[src/rtl/bubble_host_pkg.sv]
// Shared state encodings and default widths for the bubble host sequencer.
package bubble_host_pkg;

  localparam int DEF_CNT_W = 24;
  localparam int DEF_REP_W = 12;

  typedef enum logic [1:0] {
    S_IDLE,
    S_LEAD,
    S_SHIFT,
    S_END
  } seq_state_t;

  typedef enum logic [1:0] {
    P_OFF,
    P_WAIT,
    P_LOW,
    P_HIGH
  } rep_phase_t;

endpackage

[src/rtl/bhs_pulse_gen.sv]
// Replicator enable generator: initial delay, then repeating low/high pulses on nrep.
module bhs_pulse_gen
  import bubble_host_pkg::*;
#(
  parameter int CNT_W = DEF_CNT_W
) (
  input  logic             clk,
  input  logic             rst,
  input  logic             load,
  input  logic             halt,
  input  logic             allow,
  input  logic [CNT_W-1:0] rep_dly,
  input  logic [CNT_W-1:0] rep_low,
  input  logic [CNT_W-1:0] rep_period,
  output logic             nrep,
  output logic             fall
);

  localparam logic [CNT_W-1:0] ONE = CNT_W'(1);

  rep_phase_t       phase_q, phase_d;
  logic [CNT_W-1:0] cnt_q, cnt_d;
  logic             nrep_q, nrep_d;
  logic [CNT_W-1:0] gap;

  // A low time that fills the whole period still leaves one high cycle.
  assign gap = (rep_period > rep_low) ? rep_period - rep_low : ONE;

  // NOTE: every always_comb output gets a default first; a missed branch would otherwise infer a latch.
  always_comb begin
    phase_d = phase_q;
    cnt_d   = cnt_q;
    nrep_d  = nrep_q;
    fall    = 1'b0;
    if (load) begin
      phase_d = P_WAIT;
      cnt_d   = rep_dly;
      nrep_d  = 1'b1;
    end else if (halt) begin
      phase_d = P_OFF;
      cnt_d   = '0;
      nrep_d  = 1'b1;
    end else begin
      unique case (phase_q)
        P_WAIT, P_HIGH: begin
          if (cnt_q <= ONE) begin
            if (allow && (rep_low != '0)) begin
              phase_d = P_LOW;
              cnt_d   = rep_low;
              nrep_d  = 1'b0;
              fall    = 1'b1;
            end else begin
              phase_d = P_OFF;
              nrep_d  = 1'b1;
            end
          end else begin
            cnt_d = cnt_q - ONE;
          end
        end
        P_LOW: begin
          if (cnt_q <= ONE) begin
            phase_d = P_HIGH;
            cnt_d   = gap;
            nrep_d  = 1'b1;
          end else begin
            cnt_d = cnt_q - ONE;
          end
        end
        default: ;
      endcase
    end
  end

  // NOTE: state registers use non-blocking assignments so all flops update from pre-edge values.
  always_ff @(posedge clk or posedge rst) begin
    if (rst) begin
      phase_q <= P_OFF;
      cnt_q   <= '0;
      nrep_q  <= 1'b1;
    end else begin
      phase_q <= phase_d;
      cnt_q   <= cnt_d;
      nrep_q  <= nrep_d;
    end
  end

  assign nrep = nrep_q;

endmodule

[src/rtl/bubble_host_sequencer.sv]
// Bubble memory host sequencer: lead delay, nBSEN shift window and replicator pulses.
// Bootloop mode (MODE/STOP) is compiled in only when BHS_BOOTLOOP_EN is defined.
module bubble_host_sequencer
  import bubble_host_pkg::*;
#(
  parameter int CNT_W = DEF_CNT_W,
  parameter int REP_W = DEF_REP_W
) (
  input  logic             MCLK,
  input  logic             MRST,
  input  logic             START,
  input  logic             MODE,
  input  logic             STOP,
  input  logic [CNT_W-1:0] LEAD_CYC,
  input  logic [CNT_W-1:0] BSEN_LEN,
  input  logic [CNT_W-1:0] REP_DLY,
  input  logic [CNT_W-1:0] REP_LOW,
  input  logic [CNT_W-1:0] REP_PERIOD,
  input  logic [REP_W-1:0] REP_CNT,
  output logic             nBSEN,
  output logic             nREPEN,
  output logic             BUSY,
  output logic             DONE,
  output logic [REP_W-1:0] PULSE_IDX
);

  localparam logic [CNT_W-1:0] ONE = CNT_W'(1);

  seq_state_t       state_q, state_d;
  logic [CNT_W-1:0] cnt_q, cnt_d;
  logic [CNT_W-1:0] bsen_len_q, rep_dly_q, rep_low_q, rep_period_q;
  logic [REP_W-1:0] rep_cnt_q;
  logic             accept, boot, stop_hit, expire;
  logic             gen_load, gen_halt, gen_allow, gen_fall;

  assign accept = (state_q == S_IDLE) && START;

`ifdef BHS_BOOTLOOP_EN
  logic mode_q;

  always_ff @(posedge MCLK or posedge MRST) begin
    if (MRST)        mode_q <= 1'b0;
    else if (accept) mode_q <= MODE;
  end

  assign boot     = mode_q;
  assign stop_hit = mode_q && STOP;
`else
  logic unused_mode_stop;
  assign unused_mode_stop = MODE ^ STOP;
  assign boot     = 1'b0;
  assign stop_hit = 1'b0;
`endif

  // cnt_q counts the lead delay in LEAD and the remaining window in SHIFT.
  assign expire = !boot && (cnt_q <= ONE);

  always_comb begin
    state_d = state_q;
    cnt_d   = cnt_q;
    unique case (state_q)
      S_IDLE: begin
        if (START) begin
          state_d = S_LEAD;
          cnt_d   = LEAD_CYC;
        end
      end
      S_LEAD: begin
        if (cnt_q == '0) begin
          state_d = S_SHIFT;
          cnt_d   = bsen_len_q;
        end else begin
          cnt_d = cnt_q - ONE;
        end
      end
      S_SHIFT: begin
        if (expire || stop_hit) state_d = S_END;
        else if (!boot)         cnt_d   = cnt_q - ONE;
      end
      S_END:   state_d = S_IDLE;
      default: state_d = S_IDLE;
    endcase
  end

  // NOTE: the latched configuration is reset as well so no X reaches the counters after reset.
  always_ff @(posedge MCLK or posedge MRST) begin
    if (MRST) begin
      bsen_len_q   <= '0;
      rep_dly_q    <= '0;
      rep_low_q    <= '0;
      rep_period_q <= '0;
      rep_cnt_q    <= '0;
    end else if (accept) begin
      bsen_len_q   <= BSEN_LEN;
      rep_dly_q    <= REP_DLY;
      rep_low_q    <= REP_LOW;
      rep_period_q <= REP_PERIOD;
      rep_cnt_q    <= REP_CNT;
    end
  end

  always_ff @(posedge MCLK or posedge MRST) begin
    if (MRST) begin
      state_q   <= S_IDLE;
      cnt_q     <= '0;
      nBSEN     <= 1'b1;
      BUSY      <= 1'b0;
      DONE      <= 1'b0;
      PULSE_IDX <= '0;
    end else begin
      state_q <= state_d;
      cnt_q   <= cnt_d;
      nBSEN   <= (state_d != S_SHIFT);
      BUSY    <= (state_d != S_IDLE);
      DONE    <= (state_d == S_END);
      if (accept)                             PULSE_IDX <= '0;
      else if (gen_fall && (PULSE_IDX != '1)) PULSE_IDX <= PULSE_IDX + REP_W'(1);
    end
  end

  // Leaving SHIFT halts the generator on the same edge, truncating any pulse.
  assign gen_load  = (state_q == S_LEAD) && (cnt_q == '0);
  assign gen_halt  = (state_d != S_SHIFT);
  assign gen_allow = boot || (PULSE_IDX < rep_cnt_q);

  bhs_pulse_gen #(
    .CNT_W(CNT_W)
  ) u_pulse_gen (
    .clk       (MCLK),
    .rst       (MRST),
    .load      (gen_load),
    .halt      (gen_halt),
    .allow     (gen_allow),
    .rep_dly   (rep_dly_q),
    .rep_low   (rep_low_q),
    .rep_period(rep_period_q),
    .nrep      (nREPEN),
    .fall      (gen_fall)
  );

endmodule
[config.mk]
export PLATFORM = sky130hd
export DESIGN_NAME = bubble_host_sequencer
export DESIGN_NICKNAME = d
export VERILOG_FILES = /design/src/rtl/bubble_host_pkg.sv /design/src/rtl/bhs_pulse_gen.sv /design/src/rtl/bubble_host_sequencer.sv
export SDC_FILE = /design/constraint.sdc
export NUM_CORES = 1
export LEC_CHECK = 0
export ABC_AREA = 1
export CORE_UTILIZATION = 57
export DETAILED_ROUTE_END_ITERATION = 10
export MAX_ROUTING_LAYER = met4
export PLACE_DENSITY = 0.92
export RECOVER_POWER = 50
export SYNTH_ARGS = -nofsm -noshare
export SYNTH_HDL_FRONTEND = slang
export SYNTH_SLANG_ARGS = --single-unit
[constraint.sdc]
create_clock -name MCLK -period 5.85 [get_ports MCLK]
set_clock_uncertainty 0.05 [all_clocks]
set_input_delay 0.585 -clock MCLK [delete_from_list [all_inputs] [get_ports MCLK]]
set_output_delay 0.585 -clock MCLK [all_outputs]
set_load 0.1 [all_outputs]
Yosys cells after proc, flatten, opt, wreduce, memory -nomap -nowiden --
Index checks and enable logic that the tools add are counted. Widths: inputs -> output; s select.
Storage, ports and cells: word-level logic and storage cells 85, flip-flop bits (word level) 176, output and inout bits 16, input port bits 137
Cells by class: $lt $le $gt $ge 4, muxes and demuxes 34, add/sub/neg operators 4, equal/unequal tests 14, reduce and logical (&&, ||, !) cells 15
Operators with widths (count):
- $mux 24 | 9
- $pmux 24 s3 | 1
- $le 24x1->1 const B | 2
- $pmux 24 s2 | 1
- $sub 24x1->24 const B | 2
- $gt 24x24->1 | 1
- $logic_not 24->1 | 1
- $mux 12 | 2
- $reduce_bool 24->1 | 1
- $sub 24x24->24 | 1
- $mux 2 | 8
- $add 12x1->12 const B | 1
- $lt 12x12->1 | 1
- $ne 12x12->1 const B | 1
- $eq 2x2->1 const B | 5
- $mux 1 | 10
- $ne 4x3->1 const B | 2
- $pmux 2 s4 | 1
- $ne 2x2->1 const B | 3
- $reduce_and 3->1 | 2
- $ne 5x4->1 const B | 1
- $eq 2x1->1 const B | 2
- $logic_and 1x1->1 | 4
- $pmux 2 s2 | 1
- other kinds (7) | 8

Depth between registers and ports, before layout --
Gate-level depths: netlist of the first run.
word-level depth 10, gate-level depth with buffers 18, mapped depth without buffers 18

Modules after synthesis --
Synthesis of the first run repeated with hierarchy kept, for this count alone.
Unflattened totals: cell total of the unflattened synthesis 1844, area total of the unflattened synthesis 12102.9 µm²
By module, submodules not included:
- bubble_host_sequencer | area each 7529.7 µm², seq. area each 3729.8 µm², times used 1, cells an instance 992
- bhs_pulse_gen | area each 4573.1 µm², seq. area each 676.9 µm², times used 1, cells an instance 852

Worst setup path after synthesis of the first run --
Ideal clock, no wire load.
path type register to register, start register PULSE_IDX[7], end register PULSE_IDX[0], cell stages (with the launch flop) 12, slack 3.190 ns, buffers on the path 1, clock period less this slack 2.660 ns, arrival time 2.541 ns, path through dfrtp_1 > ha_1 > a21oi_1 > nand2_1 > a21oi_1 > nand3_1 > a21oi_1 > inv_1 > nor3_4 > buf_4 > nand3_1 > nand2_1
On the way: cells in the longest elaborated chain, start to end 9, elaborated cells between the ends (all ways) 10, those cells by class order compare (1); eq/ne (1); mux (5); reduce/logical (3)
RTL lines:
- from (decl) | line bubble_host_sequencer.sv:24 | output logic [REP_W-1:0] PULSE_IDX
- from (signal assigned) | line bubble_host_sequencer.sv:117 | else if (gen_fall && (PULSE_IDX != '1)) PULSE_IDX <= PULSE_IDX + REP_W'(1);
- $lt 12x12->1 | line bubble_host_sequencer.sv:124 | assign gen_allow = boot || (PULSE_IDX < rep_cnt_q);
- $logic_and 1x1->1 | line bhs_pulse_gen.sv:47 | if (allow && (rep_low != '0)) begin
- $mux 1 | line bhs_pulse_gen.sv:47
- $mux 1 | line bhs_pulse_gen.sv:46 | if (cnt_q <= ONE) begin
- $mux 1 | line bhs_pulse_gen.sv:44 | unique case (phase_q)
- $mux 1 | line bhs_pulse_gen.sv:39 | end else if (halt) begin
- $mux 1 | line bhs_pulse_gen.sv:35 | if (load) begin
- $logic_and 1x1->1 * | line bubble_host_sequencer.sv:117
- $reduce_bool 2->1 (no source line) *
Mark *: on every way between the ends. The rest lies on a longest branch, timed or not. A chain may end at the register's enable or synchronous reset.

==> results of run 1 <==
state kept, by name (all words and copies together), names as in the netlist, 12 cells and up:
signal and count:
bsen_len_q 24, u_pulse_gen.cnt_q 24, rep_cnt_q 12, PULSE_IDX 12, rep_period_q 24, rep_low_q 24
rep_dly_q 24, cnt_q 24
synthesized netlist by cell type, drive strengths merged:
library cell    n
a221oi          1
inv           211
or2             1
o31ai           2
o21bai          7
nor4            6
nand3b         10
a211oi          1
dfrtp         174
a21boi          1
xor2           28
clkbuf         24
xnor2           8
ha             44
clkinv          3
mux2           53
o221ai         12
o32ai           1
nand2         327
nand4          18
a21oi         118
o21ai          82
o211ai          5
nand3         110
buf            22
nor3           13
nor2          315
fa              1
and2            2
dfstp           2
o22ai           4
per-layer routing:
layer	vias to the layer above	global-route usage, %	part of all wire (%)
li1	5428	-	-
met1	5195	39.98	42
met2	447	53.00	49
met3	62	5.252	6.7
met4	0	10.43	2.3
met5	-	-	0
cell usage in the layout (no fill, tap or decap), types with 3 or more instances in the layout:
master           Yosys  layout
xor2_1              28      28
bufinv_16            0       3
a21oi_1            118     118
nand3_1            106     106
dfrtp_1            174     174
nand3_2              3       3
inv_1              207     206
mux2_2              53      53
nor2_1             289     289
ha_1                44      44
clkinvlp_4           0       3
nor2_2              19      19
o22ai_1              4       4
o21bai_1             7       7
nand2_2              7       7
clkdlybuf4s50_1      0     149
xnor2_1              8       8
inv_6                0       3
nor4_1               6       6
o211ai_1             5       5
nor2_4               6       6
nand2_1            318     318
clkbuf_16            0      17
nand4_1             16      16
o21ai_1              6       6
inv_2                3       3
o21ai_0             76      76
nand3b_1            10      10
o221ai_1            12      12
clkinv_1             3       3
nor3_1              12      12
through the flow:
| stage | std cells | power [W] | hold WS (ns) | util [%] |
|---|---|---|---|---|
| global route | 2011 | 0.006922 | 0.4716 | 70.51 |
| finish | 2011 | 0.006426 | 0.4545 | 70.51 |
| CTS | 2011 | 0.006384 | 0.4579 | 70.59 |
| detailed placement | 1979 | 0.005152 | 0.4430 | 67.50 |
| global placement | 1979 | 0.005050 | 0.4395 | 67.50 |
| floorplan | 1606 | 0.004320 | 0.4269 | - |
logic make-up (layout without fill, tap and decap cells):
kind of cell	count (synthesis)	count (layout)
compound gates	234	234
xor+xnor	36	36
fa+ha+maj	45	45
buf+inv	260	400
flops	176	176
mux	53	53
simple gates	802	802
power groups by stage:
stage          logic, W  registers [W]  clock network [W]
2_1_floorplan   0.00241        0.00191                  0
4_1_cts         0.00319        0.00197            0.00122
6_report        0.00323        0.00198            0.00121
5_1_grt         0.00362        0.00203            0.00127
3_5_place_dp    0.00316        0.00199                  0
3_3_place_gp    0.00308        0.00197                  0
final timing paths:
kind	startpoint	slack (ns)	cells after the start	endpoint
worst max-delay path	MRST	1.98	3	rep_period_q[9]
worst min-delay path	rep_dly_q[8]	0.45	1	rep_dly_q[8]
worst max register to register	state_q[0]	2.39	10	u_pulse_gen.cnt_q[18]
worst min register to register	rep_dly_q[8]	0.45	1	rep_dly_q[8]
max in group MCLK	state_q[0]	2.39	10	u_pulse_gen.cnt_q[18]
min in group asynchronous	MRST	1.39	2	bsen_len_q[13]
worst register-to-register path, stage by stage, from the launching register on:
cell and delay [ns]:
dfrtp_1 0.39, inv_1 0.08, ha_1 0.27, nand2_4 0.68
nand3b_1 0.25, nand2_4 0.19, inv_4 0.06, nor2_8 0.22
nand3_2 0.72, nor2_1 0.34, a21oi_1 0.08
area by class of cell:
cell class              count  area share [%]
clock buffers              19           3.114
repair buffers            154           10.98
flip-flops and latches    176           31.70
multi-input cells        1170           44.76
well taps                 265           2.385
inverters                 214           5.805
clock inverters            13           1.260
==> key figures, run 1 <==
Worst setup path
  – Critical Path Sink Type: asynchronous set/reset pin
  – Worst path slowest cell: clkinvlp_2
  – CP Cell Sequence: dlygate4sd3_1 > clkinvlp_2 > clkbuf_2
  – CP Class: in2async
  – Critical path arrival: 4.14 ns
  – Worst Path Buf+Inv: 3
  – Critical Path Fanout Max: 66
  – CP top delay family: buffers and inverters
  – Worst path required time: 6.12 ns
  – Crit-path max cell delay: 1.68 ns
  – CP Launch Type: input port

Clocking
  – Clock transition at the registers of the reported paths: 0.07 ns
  – CTS tree: built
  – H-tree lvl count: 4
  – Worst skew pair latency: 0.45 ns
  – # Post-CTS Setup Buffers: 0
  – CTS Hold Bufs: 0
  – Root buf cell: clkbuf_16
  – Longest Clk Path Bufs: 2
  – Post-cts sizing count: 0
  – Clk sink count: 176
  – CTS Buf Count: 17

Yosys
  – Main combinational cell family by area after synthesis: simple AND/OR/NAND/NOR gates
  – Syn Inst Count: 1606
  – Synth area leader: dfrtp_1
  – Sequential cell area fraction in the yosys report: 37.85%
  – FF+latch count, synth: 176
  – XOR/XNOR Fraction of Synth Area: 2.708%
  – Post-synthesis mux area share: 5.126%
  – Post-synthesis adder-cell area fraction: 4.900%
  – Synth unique cells: 47
  – Post-synthesis compound-gate area fraction: 10.90%
  – Syn Std Cell Area: 0.01164 mm^2
  – Largest cells by area after synthesis: dfrtp_1, nand2_1, nor2_1
  – Post-Synthesis Net Count: 1788
  – Simple-gate share of the synthesized area: 29.81%
  – Syn avg cell area: 7.250 um^2
  – Yosys warnings: 0
  – Post-synth top area share: 37.40%

Timing
  – Hold Vio Cnt, Final: 0
  – Worst-margin pin slew: 2.991 ns
  – RSZ-0062 raised after global routing: false
  – Setup_tns: 0 ns
  – Peak Freq: 258.1 MHz
  – Final min period: 3.874 ns
  – Relative max-transition margin: -100.5%
  – Worst setup slack after layout: 1.976 ns
  – Setup Viol. Count Final: 0
  – Final Cycle Share: 66.23%
  – Fin. max-slew vios: 67

Finish
  – Layout area overhead: 19.40%
  – Layout cells sized above 1: 7.847%
  – Antenna Cells: 0
  – Design area: 0.01390 mm^2
  – Sequential Area: 0.004407 mm^2
  – Final #Nets: 1915
  – FILL cells: 1584
  – Area occupied by multi-input gates: 0.006222 mm^2

Place
  – HPWL Detailed: 23.30 mm
  – Placed cell areas: 0.01331 mm^2
  – Post-Place Setup Slack: 2.110 ns
  – Buffers on Ports: 150
  – Routability cong.: 0.9284

Power
  – P_int: 0.003557 W
  – Worst VDD drop: 0.3423 mV
  – Net Sw Power: 0.002868 W
  – Combinational Power Share: 50.3%
  – Seq pwr share: 30.8%
  – Switching Share: 44.64%
  – Clock share of power: 18.9%
  – Power density over cell area: 462.2 mW/mm^2
  – Static Leakage: 7.084 nW

Global routing
  – GRT overflow: 0
  – Number of antenna violations at the first check in global routing: 0
  – Largest net degree at the start of global routing: 113
  – First-pass GRT wire length: 52.76 mm
  – Tot GR Track Use: 32.04%
  – Vias in the first global route: 10779

Job
  – Max-cap violations: 1

Floorplanning
  – Placement Rows: 51
  – Die height: 144.9 um
  – Die Footprint: 0.02100 mm^2
  – Die width: 144.9 um
  – Initial core utilization: 59.05%
  – Core Footprint: 0.01972 mm^2
  – I/O pin total: 153

Detailed routing
  – Pre-antenna DRT Iters: 8
  – Vias: 11132
  – Drc violations: 0
  – Avg WL per Cell: 15.94 um
  – ANT nets after route: 0
  – DRT Wirelength: 32.07 mm
  – Drt via density: 5.536
  – Initial detailed-routing violation count: 920

Outcome
  – Run status: finished, violations left
  – Violated checks: max-capacitance violations, max-slew violations

Hold path
  – Hold Path Class: reg2reg
Note: power is estimated with default switching activity, not from simulation.
==> run 2, diff against run 1 <==
==> constraint.sdc (replaced) <==
create_clock -name MCLK -period 3.72 [get_ports MCLK]
set_clock_uncertainty 0.05 [all_clocks]
set_input_delay 0.372 -clock MCLK [delete_from_list [all_inputs] [get_ports MCLK]]
set_output_delay 0.372 -clock MCLK [all_outputs]
set_load 0.1 [all_outputs]
==> key figures, run 2 (synthesized netlist as in run 1, its figures left out) <==
Outcome
  – Run status: finished, violations left
  – Violated checks: max-capacitance violations, max-slew violations

Detailed routing
  – Drt via density: 5.517 (-0.33%)
  – Initial detailed-routing violation count: 837 (-9.0%)
  – Avg WL per Cell: 15.58 um (-2.3%)
  – ANT nets after route: 0 (unchanged)
  – Vias: 11134 (+0.018%)
  – DRT Wirelength: 31.44 mm (-1.9%)
  – Pre-antenna DRT Iters: 6 (-2)
  – Drc violations: 0 (unchanged)

Timing
  – Fin. max-slew vios: 307 (+360%)
  – Worst-margin pin slew: 2.200 ns (-0.7910 ns)
  – Final min period: 3.042 ns
  – Setup_tns: 0 ns (unchanged)
  – RSZ-0062 raised after global routing: false
  – Relative max-transition margin: -46.67% (+54 points)
  – Setup Viol. Count Final: 0 (unchanged)
  – Final Cycle Share: 81.77%
  – Hold Vio Cnt, Final: 0 (unchanged)
  – Peak Freq: 328.8 MHz

Clocking
  – H-tree lvl count: 4 (unchanged)
  – CTS Buf Count: 17 (unchanged)
  – # Post-CTS Setup Buffers: 0 (unchanged)
  – CTS Hold Bufs: 0 (unchanged)
  – CTS tree: built
  – Clock transition at the registers of the reported paths: 0.07 ns (about the same)
  – Worst skew pair latency: 0.45 ns (about the same)
  – Clk sink count: 176 (unchanged)
  – Longest Clk Path Bufs: 2 (unchanged)
  – Root buf cell: clkbuf_16
  – Post-cts sizing count: 0 (unchanged)

Worst setup path
  – Critical Path Fanout Max: 187 (+180%)
  – Worst path slowest cell: clkbuf_4
  – CP Cell Sequence: inv_1 > ha_1 > nand2_4 > clkbuf_4 > mux2_2
  – Worst path required time: 3.98 ns (-2.14 ns)
  – Critical path arrival: 3.31 ns (-0.83 ns)
  – Crit-path max cell delay: 1.41 ns (-0.27 ns)
  – R2r setup slk: 0.68 ns (-1.71 ns)
  – CP Class: reg2reg
  – FF-to-FF End: rep_period_q[14]
  – CP Launch Type: flop
  – Worst reg2reg path startpoint: state_q[0]
  – Last element of the critical path: rep_period_q[14]
  – Setup crit start: state_q[0]
  – Cell depth of the worst flop-to-flop path: 5 (-5)
  – Critical Path Sink Type: flop

Floorplanning
  – Die width: 144.9 um (unchanged)
  – Die Footprint: 0.02100 mm^2 (unchanged)
  – Initial core utilization: 59.05% (unchanged)
  – I/O pin total: 153 (unchanged)
  – Core Footprint: 0.01972 mm^2 (unchanged)
  – Die height: 144.9 um (unchanged)
  – Placement Rows: 51 (unchanged)

Power
  – Worst VDD drop: 0.5077 mV (+48%)
  – Power density over cell area: 716.9 mW/mm^2 (+55%)
  – Static Leakage: 7.103 nW (+0.27%)

Finish
  – Non-filler instance count after layout: 2018 (+0.35%)
  – Commonest non-fill, non-tap cell in the layout: nand2_1
  – Most frequent cells in the layout: nand2_1, nor2_1, inv_1
  – Final #Nets: 1922 (+0.37%)
  – Layout cells sized above 1: 8.272% (+0.43 points)
  – Antenna Cells: 0 (unchanged)
  – FILL cells: 1555 (-1.8%)
  – Layout area overhead: 19.50% (about the same)

Global routing
  – Tot GR Track Use: 31.58% (-0.46 points)
  – First-pass GRT wire length: 52.10 mm (-1.3%)
  – Largest net degree at the start of global routing: 188 (+66%)
  – GRT overflow: 0 (unchanged)
  – Vias in the first global route: 10699 (-0.74%)
  – Number of antenna violations at the first check in global routing: 0 (unchanged)

Place
  – Buffers on Ports: 150 (unchanged)
  – Total placed cells including tap cells: 1986 (+0.35%)
  – HPWL Detailed: 23.33 mm (+0.15%)
  – Routability cong.: 0.9378 (+1.0%)

Job
  – Max-cap violations: 3 (+2)

Hold path
  – Hold Path Class: in2async
-- run 2: per-layer routing --
layer	GRT usage (%)	vias up	wire, um
met2	52.24	457	15090
met1	39.38	5157	13410
met3	5.000	70	2071
met4	10.64	0	867
met5	-	-	0
li1	-	5450	-
-- run 2: cell type report --
class / count / area, um^2 / area share (%)
well taps: 265 / 331.6 / 2.383
multi-input cells: 1170 / 6222 / 44.72
clock buffers: 17 / 425.4 / 3.057
flip-flops and latches: 176 / 4407 / 31.67
inverters: 214 / 807.0 / 5.800
clock inverters: 15 / 146.4 / 1.052
repair buffers: 161 / 1575 / 11.32
-- run 2: through the flow --
step	hold WS (ns)	util (%)	total power [W]	setup slack, ns	instance area (um^2)
after global routing	0.2483	70.57	0.01075	0.4542	13910
after CTS	0.1248	70.79	0.009916	0.8556	13960
after global placement	0.4400	67.89	0.007950	0.9593	13390
final	0.2312	70.57	0.009976	0.6782	13910
after detailed placement	0.4482	67.89	0.008128	0.8790	13390
after floorplan	0.4269	-	0.006794	1.047	11650
-- run 2: worst max-delay path: cells and delay by family, from the launching register on --
| family | cells | cell delay [ns] |
|---|---|---|
| buf+inv | 2 | 1.49 |
| mux | 1 | 0.45 |
| flops | 1 | 0.39 |
| fa+ha+maj | 1 | 0.26 |
| simple gates | 1 | 0.09 |
-- run 2: worst min-delay path by stage --
stage / startpoint / endpoint / slack [ns] / cells after the start
2_1_floorplan: u_pulse_gen.cnt_q[0] / u_pulse_gen.cnt_q[0] / 0.43 / 2
3_3_place_gp: bsen_len_q[20] / bsen_len_q[20] / 0.44 / 1
3_5_place_dp: rep_dly_q[9] / rep_dly_q[9] / 0.45 / 1
4_1_cts: MRST / bsen_len_q[22] / 0.12 / 2
5_1_grt: MRST / bsen_len_q[20] / 0.25 / 2
6_report: MRST / bsen_len_q[22] / 0.23 / 2
-- run 2: where the power goes --
group | leakage, nW | internal, W | switching [W]
sequential | 2.12 | 0.00264 | 0.000471
clock | 0.278 | 0.000888 | 0.000878
combinational | 4.71 | 0.00191 | 0.00319
total | 7.10 | 0.00543 | 0.00454
